==> config.mk <==
export PLATFORM = sky130hd
export DESIGN_NAME = debug_ctrl
export DESIGN_NICKNAME = d
export VERILOG_FILES = /design/src/rtl/debug_ctrl_pkg.sv /design/src/rtl/debug_step_debounce.sv /design/src/rtl/debug_ctrl.sv
export SDC_FILE = /design/constraint.sdc
export NUM_CORES = 1
export LEC_CHECK = 0
export BUFFER_PORTS_ARGS = -buffer_cell sky130_fd_sc_hd__buf_2
export CORE_ASPECT_RATIO = 2
export CORE_MARGIN = 3
export CORE_UTILIZATION = 35
export DETAILED_ROUTE_END_ITERATION = 12
export PLACE_DENSITY_LB_ADDON = 0.08
export SETUP_SLACK_MARGIN = 0.02
export SYNTH_ARGS = -nofsm -noshare
export SYNTH_HDL_FRONTEND = slang
export SYNTH_SLANG_ARGS = --single-unit
export TNS_END_PERCENT = 20
==> constraint.sdc <==
create_clock -name clk -period 3 [get_ports clk]
set_input_delay 0.3 -clock clk [delete_from_list [all_inputs] [get_ports clk]]
set_output_delay 0.3 -clock clk [all_outputs]
set_load 0.05 [all_outputs]
==> src/rtl/debug_ctrl_pkg.sv <==
// Shared types and constants for the debug controller slice.
package debug_ctrl_pkg;

    localparam int unsigned DEBOUNCE_CYCLES_DEF = 4;
    localparam int unsigned ADDR_W              = 32;
    localparam int unsigned CNT_W               = 32;

    typedef enum logic [1:0] {
        ST_RUN   = 2'd0,
        ST_HALT  = 2'd1,
        ST_STEP  = 2'd2,
        ST_BREAK = 2'd3
    } dbg_state_t;

endpackage

==> src/rtl/debug_step_debounce.sv <==
// Step button conditioning: 2-flop synchronizer, level debounce and rising-edge pulse.
module debug_step_debounce
    import debug_ctrl_pkg::*;
#(
    parameter int unsigned DEBOUNCE_CYCLES = DEBOUNCE_CYCLES_DEF
) (
    input  logic clk,
    input  logic rst,
    input  logic debug_step,
    output logic step_pulse,
    output logic stable
);

    localparam int unsigned DB_W = (DEBOUNCE_CYCLES > 1) ? $clog2(DEBOUNCE_CYCLES) : 1;
    localparam logic [DB_W-1:0] DB_LAST = DB_W'(DEBOUNCE_CYCLES - 1);

    logic            sync1;
    logic            sync2;
    logic            stable_d;
    logic [DB_W-1:0] cnt;

    always_ff @(posedge clk or posedge rst) begin
        if (rst) begin
            sync1 <= 1'b0;
            sync2 <= 1'b0;
        end else begin
            sync1 <= debug_step;
            sync2 <= sync1;
        end
    end

    // Any sample matching the current stable level restarts the count.
    always_ff @(posedge clk or posedge rst) begin
        if (rst) begin
            cnt    <= '0;
            stable <= 1'b0;
        end else if (sync2 == stable) begin
            cnt <= '0;
        end else if (cnt == DB_LAST) begin
            cnt    <= '0;
            stable <= sync2;
        end else begin
            cnt <= cnt + DB_W'(1);
        end
    end

    always_ff @(posedge clk or posedge rst) begin
        if (rst) begin
            stable_d   <= 1'b0;
            step_pulse <= 1'b0;
        end else begin
            stable_d   <= stable;
            step_pulse <= stable & ~stable_d;
        end
    end

endmodule

==> src/rtl/debug_ctrl.sv <==
// CPU run/halt/single-step/breakpoint controller with interrupt holding and cycle counting.
module debug_ctrl
    import debug_ctrl_pkg::*;
#(
    parameter int unsigned DEBOUNCE_CYCLES = DEBOUNCE_CYCLES_DEF
) (
    input  logic              clk,
    input  logic              rst,
    input  logic              debug_en,
    input  logic              debug_step,
    input  logic              bp_en,
    input  logic [ADDR_W-1:0] bp_addr,
    input  logic [ADDR_W-1:0] pc,
    input  logic              interrupter,
    output logic              cpu_en,
    output logic              irq_out,
    output logic              halted,
    output logic              bp_hit,
    output logic [CNT_W-1:0]  cycle_cnt
);

    dbg_state_t state;
    dbg_state_t state_nxt;
    logic       active;
    logic       irq_pending;
    logic       step_pulse;
    logic       step_stable;
    logic       step_go;

    debug_step_debounce #(
        .DEBOUNCE_CYCLES(DEBOUNCE_CYCLES)
    ) u_step (
        .clk       (clk),
        .rst       (rst),
        .debug_step(debug_step),
        .step_pulse(step_pulse),
        .stable    (step_stable)
    );

    // Accept the pulse only while the debounced level is still high.
    assign step_go = step_pulse & step_stable;

    // Low while in reset so the CPU stays stopped until the first edge after release.
    always_ff @(posedge clk or posedge rst) begin
        if (rst) begin
            active <= 1'b0;
        end else begin
            active <= 1'b1;
        end
    end

    always_ff @(posedge clk or posedge rst) begin
        if (rst) begin
            state <= ST_RUN;
        end else begin
            state <= state_nxt;
        end
    end

    always_comb begin
        state_nxt = state;
        unique case (state)
            ST_RUN: begin
                if (debug_en) begin
                    state_nxt = ST_HALT;
                end else if (bp_en && (pc == bp_addr)) begin
                    state_nxt = ST_BREAK;
                end
            end
            ST_HALT: begin
                if (!debug_en) begin
                    state_nxt = ST_RUN;
                end else if (step_go) begin
                    state_nxt = ST_STEP;
                end
            end
            ST_STEP: begin
                state_nxt = ST_HALT;
            end
            ST_BREAK: begin
                if (debug_en) begin
                    state_nxt = ST_HALT;
                end else if (!bp_en) begin
                    state_nxt = ST_RUN;
                end
            end
            default: begin
                state_nxt = ST_RUN;
            end
        endcase
    end

    always_comb begin
        cpu_en = 1'b0;
        halted = 1'b0;
        bp_hit = 1'b0;
        unique case (state)
            ST_RUN:   cpu_en = active;
            ST_STEP:  cpu_en = active;
            ST_HALT:  halted = 1'b1;
            ST_BREAK: begin
                halted = 1'b1;
                bp_hit = 1'b1;
            end
            default: begin
                cpu_en = 1'b0;
            end
        endcase
    end

    // Interrupts raised while the CPU is stopped are held until it next advances.
    always_ff @(posedge clk or posedge rst) begin
        if (rst) begin
            irq_pending <= 1'b0;
        end else if (cpu_en) begin
            irq_pending <= 1'b0;
        end else if (interrupter) begin
            irq_pending <= 1'b1;
        end
    end

    assign irq_out = cpu_en & (interrupter | irq_pending);

    always_ff @(posedge clk or posedge rst) begin
        if (rst) begin
            cycle_cnt <= '0;
        end else if (cpu_en) begin
            cycle_cnt <= cycle_cnt + CNT_W'(1);
        end
    end

endmodule
==> run summary, run 1 <==
Status - finished, final reports clean
Clock latency on the worst-skew pair - 280 ps
DRC - 0
Clk pin slew, worst setup/hold paths - 60 ps
FMAX - 0.5054 GHz
ANT nets after route - 0
Switch Pwr - 577.2 uW
Worst Path Max Fanout - 8
DR iter-0 viols - 45
Cell Area, Synth - 2218 sq um
Multi-input gate area - 1124 sq um
Clk pwr share - 31.9%
CP max stage cell - nor2b_1
Filler cells - 617
Core ar. - 6056 sq um
Num CTS Buffers - 5
Final worst slack - 1022 ps
DP HPWL - 4065 microns
Synth area leader - dfrtp_1
Die Span Y - 118.6 microns
Place WS - 986.3 ps
Max cap viols - 0
Post-cts hold buffer count - 0
Slew HR - 57.83%
Via density - 4.628
Final Power - 1754 uW
Gpl congestion - 0.7701
Worst-margin pin slew - 628.7 ps
Initial antenna violation count - 0
Reg-to-Reg Start - state[0]
Register area share after synthesis - 48.51%
Ys Warns - 0
First-pass GRT wire length - 8252 microns
Mapped Cells - 191
Deepest clock path buffer count - 2
Largest net degree at the start of global routing - 27
Power density over cell area - 584.3 nW/um^2
Reg with most FFs - cycle_cnt
ANT cells - 0
Root buffer cell - clkbuf_16
Final Cycle Share - 65.95%
Port bufs - 105
WL/cell - 12.57 microns
Gate power share - 25.5%
Final Hold Viols - 0
CP max stage delay - 460 ps
Final setup violation count - 0
Site Rows - 40
#FFs+latches synth - 43
CP Capture Type - flip-flop
RSZ-0062 raised after global routing - false
Postcts setup bufs - 0
Routed vias - 1791
Peak VDD IR - 327.0 uV
Area growth syn-to-layout - 35.31%
H-tree depth - 2
Die Wd - 62.30 microns
Static Leak - 0.001528 uW
Register area - 1076 sq um
Initial Util - 36.63%
Final Critical Period - 1978 ps
Sinks on Clock Net - 43
CTS tree - done
Top flop regs - cycle_cnt x32, state x2, u_step.cnt x2
All-layer global routing usage - 13.93%
Post-synthesis average cell area - 11.61 sq um
Vias in the first global route - 1871
Part of the power in registers - 42.6%
Worst setup SP type - flip-flop
Initial DRT Pass Iterations - 4
GRT overflow - 0
Net Sw Frac - 32.91%
Net Count, Synth - 263
Final setup TNS - 0 ps
Arrival @ worst endpoint - 2150 ps
Share of post-route cells with drive strength above 1 - 41.25%
Post-cts sizing count - 0
Nets@finish - 374
Cell-by-cell trace of the critical path - nor2b_1, nand3_1, nor4_4, nand4_1, xnor2_1
Slew Viols, Final - 0
Largest cells by area after synthesis - dfrtp_1, xnor2_1, xor2_1, nand4_1, nor4_4
Critical Path Source - state[0]
Worst path required time - 3170 ps
Internal - 1177 uW
Largest register FFs - 32
Min-Delay Path Class - in2async
Clk_skew - 2.428 ps
I/O pin total - 106
DRT Wirelength - 4865 microns
Synth cell types - 32
Die area - 7388 sq um
Crit path kind - reg2reg
Share of the synthesized area in the top cell type - 48.51%
[worst max-delay path, delay by kind of cell, from the launching register on]
kind             cells  cell delay [ps]
AND/OR/NAND/NOR      4             1270
flip-flops           1              440
XOR/XNOR             1              150
[synthesized netlist by cell type, drive strengths merged]
master	instances
mux2i	1
nand3	11
dfrtp	43
and4	4
xnor2	48
nand4	16
nor4	6
mux2	2
o21ai	1
a22oi	1
nor3	4
clkbuf	1
buf	1
xor2	16
inv	2
and2	2
nand3b	2
conb	1
ha	2
nor2b	4
o31ai	1
nor2	6
and3	2
nand2	13
and4b	1
[layer usage]
| layer | part of all wire, % | vias up | routed length [microns] | track usage [%] |
|---|---|---|---|---|
| li1 | - | 879 | - | - |
| met1 | 35 | 813 | 1720 | 14.45 |
| met2 | 53 | 92 | 2570 | 26.01 |
| met3 | 10 | 7 | 485 | 3.802 |
| met4 | 1.8 | 0 | 89 | 5.394 |
| met5 | 0 | - | 0 | 0 |
[layout make-up]
class | instances | share of cell area [%]
clock buffer | 8 | 5.211
multi-input combinational | 144 | 37.43
inverter | 2 | 0.2501
sequential | 43 | 35.85
timing repair buffer | 106 | 17.76
tap | 84 | 3.501
[cells in the final DEF, fill, tap and decap left out, types with 2 or more instances in the layout]
cell / n
nand2_1: 12
nand3b_1: 2
xor2_1: 16
and4_4: 2
clkbuf_8: 2
and4_1: 2
mux2_2: 2
and2_1: 2
nand4_1: 14
nor3_1: 4
clkbuf_16: 5
dfrtp_1: 43
nor4_1: 3
buf_2: 105
xnor2_1: 48
nand3_1: 10
nor2b_1: 4
nor4_4: 3
nor2_1: 6
ha_1: 2
[power groups by stage]
| stage | clock (uW) | combinational [uW] | sequential, uW |
|---|---|---|---|
| after floorplan | 0 | 185 | 876 |
| after global placement | 0 | 455 | 758 |
| after detailed placement | 0 | 453 | 759 |
| after CTS | 582 | 454 | 750 |
| after global routing | 602 | 483 | 759 |
| final | 559 | 447 | 748 |
[kinds of logic (layout without fill, tap and decap cells)]
logic type	Yosys count	after routing	synth area share, %
other	1	1	0.1690
AOI/OAI and AO/OA	3	3	0.9025
DFF	43	43	48.51
and+or+nand+nor	71	71	21.71
buffers and inverters	4	116	0.8461
adders and majority gates	2	2	1.128
muxes	3	3	1.466
xor gates and xnor gates	64	64	25.27
[per-stage QoR]
stage	hold slack, ps	std cells	area [sq um]	util, %
2_1_floorplan	331.2	191	2218	-
3_3_place_gp	332.4	379	2845	46.98
3_5_place_dp	334.9	379	2845	46.98
4_1_cts	30.05	387	3002	49.57
5_1_grt	59.45	387	3002	49.57
6_report	15.24	387	3002	49.57
[path summary, 6_finish.rpt]
path | end | depth (start not counted) | slack, ps
min | cycle_cnt[11] | 2 | 20
max reg2reg | cycle_cnt[31] | 5 | 1020
min in group clk | u_step.sync1 | 1 | 120
max in group asynchronous | cycle_cnt[15] | 3 | 2280
min reg2reg | u_step.sync2 | 0 | 350
max | cycle_cnt[31] | 5 | 1020
Note: power is estimated with default switching activity, not from simulation.
==> run 2: changes to the inputs <==
--- a/config.mk
+++ b/config.mk
@@ -5,6 +5,7 @@
 export SDC_FILE = /design/constraint.sdc
 export NUM_CORES = 1
 export LEC_CHECK = 0
+export ABC_AREA = 1
 export BUFFER_PORTS_ARGS = -buffer_cell sky130_fd_sc_hd__buf_2
 export CORE_ASPECT_RATIO = 2
 export CORE_MARGIN = 3
==> constraint.sdc (replaced) <==
create_clock -name clk -period 1.7 [get_ports clk]
set_input_delay 0.17 -clock clk [delete_from_list [all_inputs] [get_ports clk]]
set_output_delay 0.17 -clock clk [all_outputs]
set_load 0.05 [all_outputs]
==> run summary, run 2 <==
Reg-to-Reg Start - cycle_cnt[0] (was state[0])
CP Capture Type - flip-flop (unchanged)
Max cap viols - 0 (unchanged)
Final Critical Period - 1613 ps (was 1978 ps)
FF-to-FF path depth - 9 (was 5)
Final worst slack - 87.23 ps (was 1022 ps)
CTS tree - done (unchanged)
ANT cells - 0 (unchanged)
H-tree depth - 2 (unchanged)
Slew HR - 62.51% (was 57.83%)
GRT overflow - 0 (unchanged)
Reg with most FFs - cycle_cnt (unchanged)
Multi-input gate area - 1375 sq um (was 1124 sq um)
Final setup violation count - 0 (unchanged)
Initial antenna violation count - 0 (unchanged)
Net Count, Synth - 434 (was 263)
Initial Util - 36.74% (was 36.63%)
Peak VDD IR - 727.3 uV (was 327.0 uV)
All-layer global routing usage - 15.44% (was 13.93%)
Largest cells by area after synthesis - dfrtp_1, nand2_1, inv_1, xor2_1, xnor2_1 (was dfrtp_1, xnor2_1, xor2_1, nand4_1, nor4_4)
WL/cell - 11.70 microns (was 12.57 microns)
Min-Delay Path Class - in2async (unchanged)
Core ar. - 7377 sq um (was 6056 sq um)
Arrival @ worst endpoint - 1780 ps (was 2150 ps)
First-pass GRT wire length - 10410 microns (was 8252 microns)
Worst Path Max Fanout - 7 (was 8)
Commonest cells post-synth - nand2_1, inv_1, dfrtp_1 (was xnor2_1, dfrtp_1, xor2_1)
Area growth syn-to-layout - 34.26% (was 35.31%)
Fin util - 49.32% (was 49.57%)
Most frequent cells in the layout - buf_2, nand2_1, inv_1 (was buf_2, xnor2_1, dfrtp_1)
Clk_skew - 5.606 ps (was 2.428 ps)
Synth Area in Simple Gates - 33.84% (was 21.71%)
Post-synth EDFFs - 0 (unchanged)
Die Wd - 68.22 microns (was 62.30 microns)
Cell Area, Synth - 2710 sq um (was 2218 sq um)
Asr flop ratio synth - 100.0% (unchanged)
Port bufs - 105 (unchanged)
Critical Path Source - cycle_cnt[0] (was state[0])
Multiplexer share of the synthesized area - 0% (was 1.466%)
Static Leak - 0.002145 uW (was 0.001528 uW)
Worst path required time - 1870 ps (was 3170 ps)
Clk pin slew, worst setup/hold paths - 60 ps (about the same)
DR iter-0 viols - 43 (was 45)
Post-synthesis compound-gate area fraction - 3.047% (was 0.9024%)
Largest net degree at the start of global routing - 44 (was 27)
Synthesized-area fraction occupied by adder cells - 0.9234% (was 1.128%)
Largest family of logic cells by synthesized area - simple AND/OR/NAND/NOR gates (was XOR/XNOR gates)
Share of the synthesized area in the top cell type - 39.70% (was 48.51%)
Top_reg_cell synth - dfrtp_1 (unchanged)
Deepest clock path buffer count - 2 (unchanged)
XOR/XNOR Fraction of Synth Area - 11.31% (was 25.27%)
Most common cell in the netlist - nand2_1 (was xnor2_1)
I/O pin total - 106 (unchanged)
Sinks on Clock Net - 43 (unchanged)
Top flop regs - cycle_cnt x32, state x2, u_step.cnt x2 (unchanged)
DRC - 0 (unchanged)
Status - finished, final reports clean (unchanged)
Worst R2R Setup Slack - 90 ps (was 1020 ps)
Share of post-route cells with drive strength above 1 - 31.82% (was 41.25%)
Final Cycle Share - 94.87% (was 65.95%)
Root buffer cell - clkbuf_16 (unchanged)
#FFs+latches synth - 43 (unchanged)
DRT Wirelength - 6741 microns (was 4865 microns)
Filler cells - 768 (was 617)
Nets@finish - 555 (was 374)
Initial DRT Pass Iterations - 4 (unchanged)
Final Hold Viols - 0 (unchanged)
Register area - 1082 sq um (was 1076 sq um)
Commonest non-fill, non-tap cell in the layout - buf_2 (unchanged)
Largest register FFs - 32 (unchanged)
Clock latency on the worst-skew pair - 290 ps (was 280 ps)
R2r endpoint - cycle_cnt[24] (was cycle_cnt[31])
FMAX - 0.6201 GHz (was 0.5054 GHz)
Worst setup SP type - flip-flop (unchanged)
DP HPWL - 5482 microns (was 4065 microns)
Slew Viols, Final - 0 (unchanged)
Place WS - 41.34 ps (was 986.3 ps)
Routed vias - 2536 (was 1791)
Die area - 8899 sq um (was 7388 sq um)
ANT nets after route - 0 (unchanged)
Post-synthesis average cell area - 7.486 sq um (was 11.61 sq um)
Worst-margin pin slew - 562.4 ps (was 628.7 ps)
Register area share after synthesis - 39.70% (was 48.51%)
Die Span Y - 130.4 microns (was 118.6 microns)
Vias in the first global route - 2479 (was 1871)
CP Capture Point - cycle_cnt[24] (was cycle_cnt[31])
Gpl congestion - 0.7548 (was 0.7701)
Via density - 4.403 (was 4.628)
Synth area leader - dfrtp_1 (unchanged)
Crit path kind - reg2reg (unchanged)
Synth cell types - 31 (was 32)
Num CTS Buffers - 5 (unchanged)
Site Rows - 44 (was 40)
RSZ-0062 raised after global routing - true (was false)
Ys Warns - 0 (unchanged)
Mapped Cells - 362 (was 191)
Power density over cell area - 977.5 nW/um^2 (was 584.3 nW/um^2)
[run 2: power by group]
group          internal, uW  total [uW]  switching [uW]
sequential             1180        1310             132
clock                   731        1130             395
combinational           378        1120             738
[run 2: layout make-up]
| type | count | area share [%] |
|---|---|---|
| timing repair buffer | 115 | 16.57 |
| inverter | 77 | 7.944 |
| tap | 92 | 3.164 |
| sequential | 43 | 29.75 |
| clock buffer | 6 | 3.817 |
| multi-input combinational | 241 | 37.79 |
| clock inverter | 2 | 0.9629 |
[run 2: worst max-delay path, stage by stage (launching register included)]
cell	delay, ps
dfrtp_2	420
ha_4	140
inv_2	50
nor2_8	100
nand3_4	90
nor2_4	150
nand2_4	90
nor2_8	180
nand3_1	110
xor2_1	160
[run 2: metal layers]
metal / global-route usage, % / routed length (microns)
met5: 0 / 0
met4: 5.627 / 129
met3: 2.224 / 470
met2: 31.00 / 3784
met1: 14.86 / 2357
[run 2: worst min-delay path by stage]
stage / startpoint / end / slack, ps / depth (start not counted)
floorplan: debug_step / u_step.sync1 / 200 / 0
global placement: debug_step / u_step.sync1 / 280 / 1
detailed placement: debug_step / u_step.sync1 / 280 / 1
CTS: rst / active / 60 / 3
global route: rst / active / 110 / 3
finish: rst / active / 40 / 3
[run 2: kinds of logic (layout without fill, tap and decap cells)]
group / count (synthesis) / count (layout)
adder cells (fa/ha/maj): 2 / 2
buffers and inverters: 78 / 200
AND/OR/NAND/NOR: 188 / 188
other: 1 / 1
XOR/XNOR: 35 / 35
flip-flops: 43 / 43
AO/OA/AOI/OAI: 15 / 15
[run 2: repair_timing]
action / in CTS / in global routing
buffers inserted: 0 / 3
gates resized for setup: 0 / 7
endpoints found under the setup margin: 0 / 15
hold endpoints to repair: 1 / 0
hold buffers: 1 / 0
[run 2: per-stage QoR]
stage | cells | hold slack (ps) | total power [uW] | cell area (sq um) | setup TNS, ps
finish | 576 | 36.45 | 3557 | 3638 | 0
global route | 576 | 105.5 | 3767 | 3638 | 0
CTS | 573 | 63.23 | 3580 | 3593 | 0
detailed placement | 564 | 279.8 | 2431 | 3410 | 0
global placement | 564 | 278.4 | 2414 | 3410 | 0
floorplan | 362 | 201.4 | 2096 | 2734 | -79.87
